`config.mk`:
```
export PLATFORM = sky130hd
export DESIGN_NAME = hazard_unit_v2
export DESIGN_NICKNAME = d
export VERILOG_FILES = /design/src/rtl/hazard_unit_v2.sv
export SDC_FILE = /design/constraint.sdc
export NUM_CORES = 1
export LEC_CHECK = 0
export BUFFER_PORTS_ARGS = -buffer_cell sky130_fd_sc_hd__buf_2
export CORE_MARGIN = 10
export CORE_UTILIZATION = 52
export DETAILED_ROUTE_END_ITERATION = 16
export GPL_TIMING_DRIVEN = 0
export PLACE_DENSITY = 0.94
export REMOVE_ABC_BUFFERS = 1
export SETUP_SLACK_MARGIN = 0.2
export SYNTH_ARGS = -nofsm -noshare
export SYNTH_HDL_FRONTEND = slang
export SYNTH_SLANG_ARGS = --single-unit
export TNS_END_PERCENT = 1
```
`constraint.sdc`:
```
create_clock -name clk -period 3.45 [get_ports clk]
set_input_delay 0.1725 -clock clk [delete_from_list [all_inputs] [get_ports clk]]
set_output_delay 0.1725 -clock clk [all_outputs]
set_load 0.05 [all_outputs]
```
`src/rtl/hazard_unit_v2.sv`:
```
// hazard_unit_v2: decode-side hazard controller for the in-order RISC-V pipeline.
// Combines load-use stalling (configurable bubble depth), in-flight branch
// tracking with configurable resolve latency, a global freeze input, perf
// counters and a sticky protocol-error flag.
//
// Handshake / timing contract: all control outputs are combinational for the
// current cycle. A branch is tracked from the cycle it leaves ID; the execute
// logic must assert br_resolve_valid exactly BR_LAT cycles later (frozen cycles
// excluded). A valid with nothing due, or a due branch with no valid, is a
// protocol error; the missing resolution is treated as not-taken.
module hazard_unit_v2 #(
   parameter int REG_W          = 5,
   parameter int OPC_W          = 7,
   parameter int LOAD_STALL_CYC = 1,
   parameter int BR_LAT         = 1,
   parameter int JALR_IS_BR     = 1,
   parameter int CNT_W          = 16
) (
   input  logic              clk,
   input  logic              rst,
   input  logic              id_ex_mem_read,
   input  logic [REG_W-1:0]  id_ex_rd,
   input  logic [REG_W-1:0]  if_id_rs1,
   input  logic [REG_W-1:0]  if_id_rs2,
   input  logic              if_id_use_rs1,
   input  logic              if_id_use_rs2,
   input  logic [OPC_W-1:0]  id_opcode,
   input  logic              br_resolve_valid,
   input  logic              br_taken,
   input  logic              ext_stall,
   output logic              pc_write,
   output logic              if_id_write,
   output logic              id_ex_write,
   output logic              ex_mem_write,
   output logic              control_on,
   output logic [BR_LAT-1:0] flush_vec,
   output logic              br_pending,
   output logic [CNT_W-1:0]  stall_cnt,
   output logic [CNT_W-1:0]  flush_cnt,
   output logic              proto_err
);

   typedef enum logic [0:0] {
      ST_IDLE   = 1'b0,
      ST_LSTALL = 1'b1
   } state_t;

   localparam logic [OPC_W-1:0] OP_JAL    = OPC_W'(7'b1101111);
   localparam logic [OPC_W-1:0] OP_BRANCH = OPC_W'(7'b1100011);
   localparam logic [OPC_W-1:0] OP_JALR   = OPC_W'(7'b1100111);
   // Remaining bubbles after the first one, loaded when entering LSTALL.
   localparam logic [1:0]       LSC_INIT  = 2'(LOAD_STALL_CYC - 1);

   state_t             r_state;
   state_t             w_state_nxt;
   logic [1:0]         r_cnt;
   logic [1:0]         w_cnt_nxt;
   logic [BR_LAT-1:0]  r_br_pipe;
   logic [BR_LAT-1:0]  w_br_pipe_nxt;
   logic [CNT_W-1:0]   r_stall_cnt;
   logic [CNT_W-1:0]   r_flush_cnt;
   logic               r_proto_err;

   logic w_haz;
   logic w_is_br;
   logic w_resolve;
   logic w_taken_flush;
   logic w_lu_req;
   logic w_stall;
   logic w_br_in;
   logic w_proto_evt;

   // Load-use hazard; x0 never carries a real dependency.
   assign w_haz = id_ex_mem_read && (id_ex_rd != '0) &&
                  ((if_id_use_rs1 && (id_ex_rd == if_id_rs1)) ||
                   (if_id_use_rs2 && (id_ex_rd == if_id_rs2)));

   assign w_is_br = (id_opcode == OP_JAL) || (id_opcode == OP_BRANCH) ||
                    ((JALR_IS_BR != 0) && (id_opcode == OP_JALR));

   // Oldest tracked branch is due this cycle.
   assign w_resolve     = r_br_pipe[BR_LAT-1];
   // A freeze defers the resolution: the pipe holds, so it is re-presented later.
   assign w_taken_flush = w_resolve && br_resolve_valid && br_taken && !ext_stall;
   assign w_lu_req      = (r_state == ST_LSTALL) || w_haz;
   // Effective stall after priority: freeze and taken flush both win over it.
   assign w_stall       = w_lu_req && !w_taken_flush && !ext_stall;
   // Only a branch that actually leaves ID this cycle enters the tracker.
   assign w_br_in       = w_is_br && !w_stall && !w_taken_flush;
   // Valid without a due branch, or a due branch without valid.
   assign w_proto_evt   = !ext_stall && (w_resolve != br_resolve_valid);

   // FSM state and bubble-count register.
   always_ff @(posedge clk) begin
      if (rst) begin
         r_state <= ST_IDLE;
         r_cnt   <= 2'd0;
      end else begin
         r_state <= w_state_nxt;
         r_cnt   <= w_cnt_nxt;
      end
   end

   // FSM next state: freeze holds, taken flush aborts any stall.
   always_comb begin
      w_state_nxt = r_state;
      w_cnt_nxt   = r_cnt;
      if (!ext_stall) begin
         if (w_taken_flush) begin
            w_state_nxt = ST_IDLE;
            w_cnt_nxt   = 2'd0;
         end else begin
            case (r_state)
               ST_IDLE: begin
                  if (w_haz && (LOAD_STALL_CYC > 1)) begin
                     w_state_nxt = ST_LSTALL;
                     w_cnt_nxt   = LSC_INIT;
                  end
               end
               ST_LSTALL: begin
                  if (r_cnt <= 2'd1) begin
                     w_state_nxt = ST_IDLE;
                     w_cnt_nxt   = 2'd0;
                  end else begin
                     w_cnt_nxt = r_cnt - 2'd1;
                  end
               end
               default: begin
                  w_state_nxt = ST_IDLE;
                  w_cnt_nxt   = 2'd0;
               end
            endcase
         end
      end
   end

   // FSM outputs: pipeline enables, bubble select and flush lines by priority.
   always_comb begin
      pc_write     = 1'b1;
      if_id_write  = 1'b1;
      id_ex_write  = 1'b1;
      ex_mem_write = 1'b1;
      control_on   = 1'b1;
      flush_vec    = '0;
      if (rst) begin
         flush_vec = '0;
      end else if (ext_stall) begin
         pc_write     = 1'b0;
         if_id_write  = 1'b0;
         id_ex_write  = 1'b0;
         ex_mem_write = 1'b0;
      end else if (w_taken_flush) begin
         flush_vec = '1;
      end else if (w_stall) begin
         pc_write    = 1'b0;
         if_id_write = 1'b0;
         control_on  = 1'b0;
      end
   end

   // Branch tracker next value: shift unless frozen, clear on a taken flush.
   always_comb begin
      w_br_pipe_nxt = r_br_pipe;
      if (!ext_stall) begin
         if (w_taken_flush) begin
            w_br_pipe_nxt = '0;
         end else begin
            for (int i = BR_LAT - 1; i > 0; i--) begin
               w_br_pipe_nxt[i] = r_br_pipe[i-1];
            end
            w_br_pipe_nxt[0] = w_br_in;
         end
      end
   end

   // Branch tracker register.
   always_ff @(posedge clk) begin
      if (rst) r_br_pipe <= '0;
      else     r_br_pipe <= w_br_pipe_nxt;
   end

   // Saturating perf counters and the sticky protocol-error flag.
   always_ff @(posedge clk) begin
      if (rst) begin
         r_stall_cnt <= '0;
         r_flush_cnt <= '0;
         r_proto_err <= 1'b0;
      end else begin
         if (w_stall && (r_stall_cnt != '1)) r_stall_cnt <= r_stall_cnt + CNT_W'(1);
         if (w_taken_flush && (r_flush_cnt != '1)) r_flush_cnt <= r_flush_cnt + CNT_W'(1);
         if (w_proto_evt) r_proto_err <= 1'b1;
      end
   end

   assign br_pending = |r_br_pipe;
   assign stall_cnt  = r_stall_cnt;
   assign flush_cnt  = r_flush_cnt;
   assign proto_err  = r_proto_err;

endmodule

```
==> results of run 1 <==
-- flip-flops by register name, indices dropped and copies added (netlist names) --
register,count
flush_cnt,16
stall_cnt,16
r_cnt,2
br_pending,1
proto_err,1
r_state,1
-- synthesized netlist by cell type, drive strengths merged, types with 5 or more instances --
library cell,instances
a21oi,5
clkbuf,5
dfxtp,37
inv,6
nand2,22
nand3,10
nand4,11
nor2,35
nor2b,9
nor3,7
o21ai,10
or4,8
xnor2,8
xor2,23
-- worst max-delay path, stage by stage, from the launching register on --
cell and delay [ps]:
dfxtp_1 370, ha_1 270, nand3_1 120, nor2_1 50, a21oi_1 420, nand4_2 320
or4_1 540, a21oi_1 150
-- logic make-up (layout without fill, tap and decap cells) --
logic type	after synthesis	count (layout)	synth area share
buffers and inverters	14	83	0.0328
muxes	4	4	0.0227
AOI/OAI and AO/OA	19	19	0.0635
and+or+nand+nor	116	116	0.320
adders and majority gates	3	3	0.0201
xor gates and xnor gates	31	31	0.145
DFF	37	37	0.396
-- layout by cell type (no fill, tap or decap), types with 8 or more instances in the layout --
cell type / count
buf_2: 69
dfxtp_1: 37
nor2_1: 35
xor2_1: 23
nand2_1: 22
nand3_1: 10
nand4_1: 10
o21ai_0: 9
nor2b_1: 9
or4_1: 8
xnor2_1: 8
-- layout make-up --
class / count / area share
sequential: 37 / 0.324
clock buffer: 8 / 0.0214
multi-input combinational: 173 / 0.468
timing repair buffer: 69 / 0.151
inverter: 6 / 0.00986
tap: 46 / 0.0252
-- layer usage --
layer | track usage | wire, um | vias up
met5 | 0 | 0 | -
met4 | 0.0387 | 61 | 0
met1 | 0.163 | 2040 | 809
li1 | - | - | 907
met2 | 0.243 | 2260 | 51
met3 | 0.0439 | 267 | 8
-- report_power, final --
group / switching, mW / leakage, nW / total (mW) / internal, mW
combinational: 0.0423 / 0.695 / 0.0666 / 0.0243
sequential: 0.000587 / 0.298 / 0.429 / 0.428
clock: 0.140 / 0.0265 / 0.221 / 0.0814
total: 0.183 / 1.02 / 0.716 / 0.534
-- how the worst min path moves through the flow --
stage	startpoint	to	slack [ps]	cells past startpoint
final	ext_stall	br_pending	150	3
after global placement	proto_err	proto_err	440	2
after global routing	ext_stall	br_pending	180	3
after CTS	ext_stall	br_pending	150	3
after floorplan	rst	stall_cnt[15]	240	1
after detailed placement	proto_err	proto_err	460	2
==> key figures, run 1 <==
Outcome
  • Status: completed

Setup path
  • Worst setup path start: stall_cnt[0]
  • Setup slack, reg-to-reg: 1140 ps
  • Setup crit start kind: flop
  • Arrival @ worst endpoint: 2580 ps
  • Critical path class: reg -> reg
  • Crit path max fanout: 12
  • Origin of the critical flop-to-flop path: stall_cnt[0]
  • Worst reg2reg path depth: 7
  • Crit path capture: stall_cnt[15]
  • RR Endpoint: stall_cnt[15]
  • Required time of the worst setup path: 3720 ps
  • CP Capture Type: flop

Global routing
  • First-pass GRT wire length: 7490 um
  • Pin count of the biggest net entering global routing: 49
  • Vias in the first global route: 1696
  • Initial antenna violation count: 0
  • All-Layer GR Usage: 0.141
  • GR Overflow Total: 0

Detailed routing
  • Drt drc: 0
  • Vias: 1775
  • Starting DRT DRC Count: 183
  • Antenna Nets Post-Route: 0
  • Vias/cell: 5.24
  • Post-Route WL: 4620 um
  • Drt pass-1 iters: 4
  • Routed WL per cell: 13.6 um

Timing
  • Fin. Hold Viols: 0
  • Endpoints failing setup: 0
  • Setup ws final: 1140 ps
  • Final period utilization: 0.668
  • Tightest Pin Transition: 790 ps
  • Hold slack: 151 ps
  • Max-slew violations: 0
  • Fmax: 0.434 GHz
  • Unrepaired setup endpoints after global routing: false
  • Setup Skew: 8.88 ps
  • TNS Setup: 0 ps
  • Crit path time final: 2310 ps
  • Max_slew headroom: 0.474

Logic synthesis
  • Post-synthesis register bit count: 37
  • Register area share after synthesis: 0.396
  • Yosys warns: 0
  • Post-Synthesis Cells: 224
  • Post-synth EDFFs: 0
  • Synth async-reset ratio: 0
  • Syn Area/Cell: 8.35 um^2
  • Yosys top cell area share: 0.396
  • Cell taking the most area after synthesis: dfxtp_1
  • Yosys cell types: 34
  • Dominant synthesized flop cell: dfxtp_1
  • Post-synthesis instance area: 1870 um^2
  • Top cells by area, synth: dfxtp_1 40%, xor2_1 11%, nor2_1 7.0%

CTS
  • Clock-pin transition on the worst setup and hold timing paths: 110 ps
  • CTS hold repair buffers: 0
  • H-tree depth: 2
  • CTS tree: done
  • Total CTS buffers: 5
  • Maximum buffer depth of the clock tree: 2
  • CTS resizes: 0
  • Setup repair bufs after CTS: 0
  • Root Driver: clkbuf_4
  • Clk Latency, worst-skew pair: 340 ps
  • CTS sink cnt: 37

Worst hold path
  • HP Class: in -> reg

Floorplanning
  • Die area: 6400 um^2
  • Core box area: 3420 um^2
  • Starting Density: 0.548
  • I/O pins: 70
  • Die Wd: 80.0 um
  • Chip Height: 80.0 um
  • Num rows: 21

Placed design
  • Placed cell count: 331
  • HPWL after detailed placement: 3610 um
  • Gpl congestion: 0.813
  • Place WS: 1210 ps
  • I/O Buffers: 69
  • Area post-placement: 2230 um^2

Run
  • MaxCap Viol Count: 0

Cells and area
  • Final instance area: 2280 um^2
  • Layout cell share with drive strength beyond 1: 0.263
  • Util after Layout: 0.668
  • P&R area growth vs syn: 22.1%
  • Finished Layout Cells: 339
  • Register area: 741 um^2
  • Area of the multi-input gates: 1070 um^2
  • ANT cells: 0
  • Final Net Count: 325
  • Fill cell count: 283

Pwr
  • P per Cell Area: 314 nW/um^2
  • Tot Pwr: 0.716 mW
  • Max VDD drop: 171 uV
  • Leak pwr: 1.02 nW
Power figures use the tool's default switching activity.
==> run 2: changes to the inputs <==
--- a/config.mk
+++ b/config.mk
@@ -5,12 +5,13 @@
 export SDC_FILE = /design/constraint.sdc
 export NUM_CORES = 1
 export LEC_CHECK = 0
+export ABC_AREA = 1
 export BUFFER_PORTS_ARGS = -buffer_cell sky130_fd_sc_hd__buf_2
 export CORE_MARGIN = 10
 export CORE_UTILIZATION = 52
 export DETAILED_ROUTE_END_ITERATION = 16
 export GPL_TIMING_DRIVEN = 0
-export PLACE_DENSITY = 0.94
+export PLACE_DENSITY = 0.9
 export REMOVE_ABC_BUFFERS = 1
 export SETUP_SLACK_MARGIN = 0.2
 export SYNTH_ARGS = -nofsm -noshare
==> constraint.sdc (replaced) <==
create_clock -name clk -period 2.2 [get_ports clk]
set_input_delay 0.11 -clock clk [delete_from_list [all_inputs] [get_ports clk]]
set_output_delay 0.11 -clock clk [all_outputs]
set_load 0.05 [all_outputs]
==> key figures, run 2 <==
Outcome
  • Status: completed

Placed design
  • Gpl congestion: 0.898
  • Placed cell count: 475
  • HPWL after detailed placement: 4850 um
  • Area post-placement: 2680 um^2
  • I/O Buffers: 69

Logic synthesis
  • Post-synth EDFFs: 0
  • Synth async-reset ratio: 0
  • Top-count cell post-synth: nand2_1
  • Yosys top cell area share: 0.316
  • Xor/xnor share of the synthesized area: 0.0636
  • Yosys cell types: 29
  • Post-Synthesis Cells: 367
  • Register area share after synthesis: 0.316
  • Cell taking the most area after synthesis: dfxtp_1
  • Mux cell area share after synthesis: 0
  • Synth Area in Simple Gates: 0.392
  • Synth Area in Compound Gates: 0.105
  • Largest family of logic cells by synthesized area: simple AND/OR/NAND/NOR gates
  • Dominant synthesized flop cell: dfxtp_1
  • Adder-cell area share of the yosys netlist: 0.0160
  • Post-synthesis register bit count: 37
  • Top cells by area, synth: dfxtp_1 32%, nand2_1 17%, inv_1 7.9%
  • Syn Area/Cell: 6.38 um^2
  • Yosys warns: 0
  • Post-synthesis instance area: 2340 um^2
  • Synth cell count leaders: 104 x nand2_1, 49 x inv_1, 38 x nor2_1

Setup path
  • Worst setup path start: flush_cnt[0]
  • Slowest stage delay, CP: 430 ps
  • CP Capture Type: flop
  • RR Endpoint: flush_cnt[12]
  • Delay-heaviest family, CP: simple AND/OR/NAND/NOR gates
  • Origin of the critical flop-to-flop path: flush_cnt[0]
  • Arrival @ worst endpoint: 2200 ps
  • Crit path max fanout: 15
  • Bufs and invs on worst path: 2
  • CP Depth: 9
  • Crit path capture: flush_cnt[12]
  • CP max-delay cell: dfxtp_1
  • Worst reg2reg path depth: 9
  • Setup crit start kind: flop
  • CP Cell Sequence: ha_1, nand2_1, nor3_2, nand3b_1, nand2_4, clkinvlp_4, buf_12, a21oi_1, nor2_1
  • Setup slack, reg-to-reg: 190 ps
  • Critical path class: reg -> reg
  • Required time of the worst setup path: 2390 ps

Pwr
  • Leak pwr: 1.25 nW
  • Max VDD drop: 349 uV
  • P per Cell Area: 523 nW/um^2

Cells and area
  • Finished Layout Cells: 486
  • Layout cell share with drive strength beyond 1: 0.214
  • Area of the multi-input gates: 1390 um^2
  • Fill cell count: 387
  • Most common cell after layout, fill and taps aside: nand2_1
  • Register area: 741 um^2
  • Final Net Count: 466
  • Most frequent cells in the layout: 103 x nand2_1, 69 x buf_2, 48 x inv_1
  • Final instance area: 2880 um^2
  • ANT cells: 0
  • P&R area growth vs syn: 23.1%

Global routing
  • First-pass GRT wire length: 10600 um
  • Pin count of the biggest net entering global routing: 29
  • All-Layer GR Usage: 0.167
  • Initial antenna violation count: 0
  • Vias in the first global route: 2375
  • GR Overflow Total: 0

Timing
  • Max-slew violations: 0
  • Max_slew headroom: 0.634
  • Endpoints failing setup: 0
  • Setup Skew: 5.27 ps
  • Crit path time final: 2010 ps
  • Fin. Hold Viols: 0
  • Tightest Pin Transition: 549 ps
  • Final period utilization: 0.913
  • Fmax: 0.498 GHz
  • Unrepaired setup endpoints after global routing: true

Detailed routing
  • Drt pass-1 iters: 5
  • Vias/cell: 5.42
  • Vias: 2635
  • Post-Route WL: 6780 um
  • Antenna Nets Post-Route: 0
  • Routed WL per cell: 13.9 um
  • Drt drc: 0
  • Starting DRT DRC Count: 171

CTS
  • Total CTS buffers: 5
  • Clock-pin transition on the worst setup and hold timing paths: 80 ps
  • CTS tree: done
  • H-tree depth: 2
  • Root Driver: clkbuf_8
  • Clk Latency, worst-skew pair: 300 ps
  • Maximum buffer depth of the clock tree: 2
  • CTS hold repair buffers: 0
  • CTS sink cnt: 37

Worst hold path
  • Hold wc startpoint: id_opcode[4]
  • HP Class: in -> reg

Floorplanning
  • Core box area: 4350 um^2
  • Num rows: 24
  • Starting Density: 0.538
  • Die area: 7590 um^2
  • Die Wd: 87.1 um
  • Chip Height: 87.1 um
  • I/O pins: 70

Run
  • MaxCap Viol Count: 0
run 2: what timing repair did:
item	in CTS	in global routing
pin swaps	0	1
cloned	0	2
gates resized for setup	2	4
setup buffers	0	1
setup endpoints to repair	17	31
run 2: tightest hold or removal path, stage by stage:
cell     delay, ps
buf_2           70
nor4_1          40
nand2_1         40
o21ai_0         60
run 2: power by group:
part	switching [mW]	internal (mW)
logic	0.0868	0.0400
registers	0.00124	0.671
clock network	0.257	0.450
run 2: how the worst min path moves through the flow:
stage,endpoint,cells past startpoint
after floorplan,flush_cnt[10],1
after global placement,br_pending,4
after detailed placement,br_pending,4
after CTS,br_pending,4
after global routing,br_pending,4
final,br_pending,4
run 2: metal layers:
metal	vias to the layer above	track usage	wire (um)
met4	0	0.0696	101
met3	9	0.0515	702
met2	111	0.292	3250
met1	1195	0.181	2720
met5	-	0	0
li1	1320	-	-
run 2: cells by family after synthesis:
kind of cell               after synthesis
AOI/OAI and AO/OA                       46
xor gates and xnor gates                17
adders and majority gates                3
buffers and inverters                   62
DFF                                     37
and+or+nand+nor                        202
run 2: layout make-up:
class / count / share of cell area
Clock buffer: 5 / 0.0239
Sequential cell: 37 / 0.257
Inverter: 49 / 0.0651
Timing Repair Buffer: 70 / 0.127
Clock inverter: 3 / 0.0226
Tap cell: 52 / 0.0226
Multi-Input combinational cell: 270 / 0.482
run 2: per-stage QoR:
step | setup TNS (ps) | total power [mW] | hold slack, ps | setup WS (ps) | utilization
2_1_floorplan | -264 | 0.753 | 179 | -108 | -
3_3_place_gp | -560 | 0.806 | 389 | -110 | 0.616
3_5_place_dp | -519 | 0.810 | 389 | -96.7 | 0.616
4_1_cts | 0 | 1.51 | 78.0 | 64.8 | 0.649
5_1_grt | 0 | 1.56 | 126 | 45.5 | 0.662
6_report | 0 | 1.51 | 76.8 | 191 | 0.662
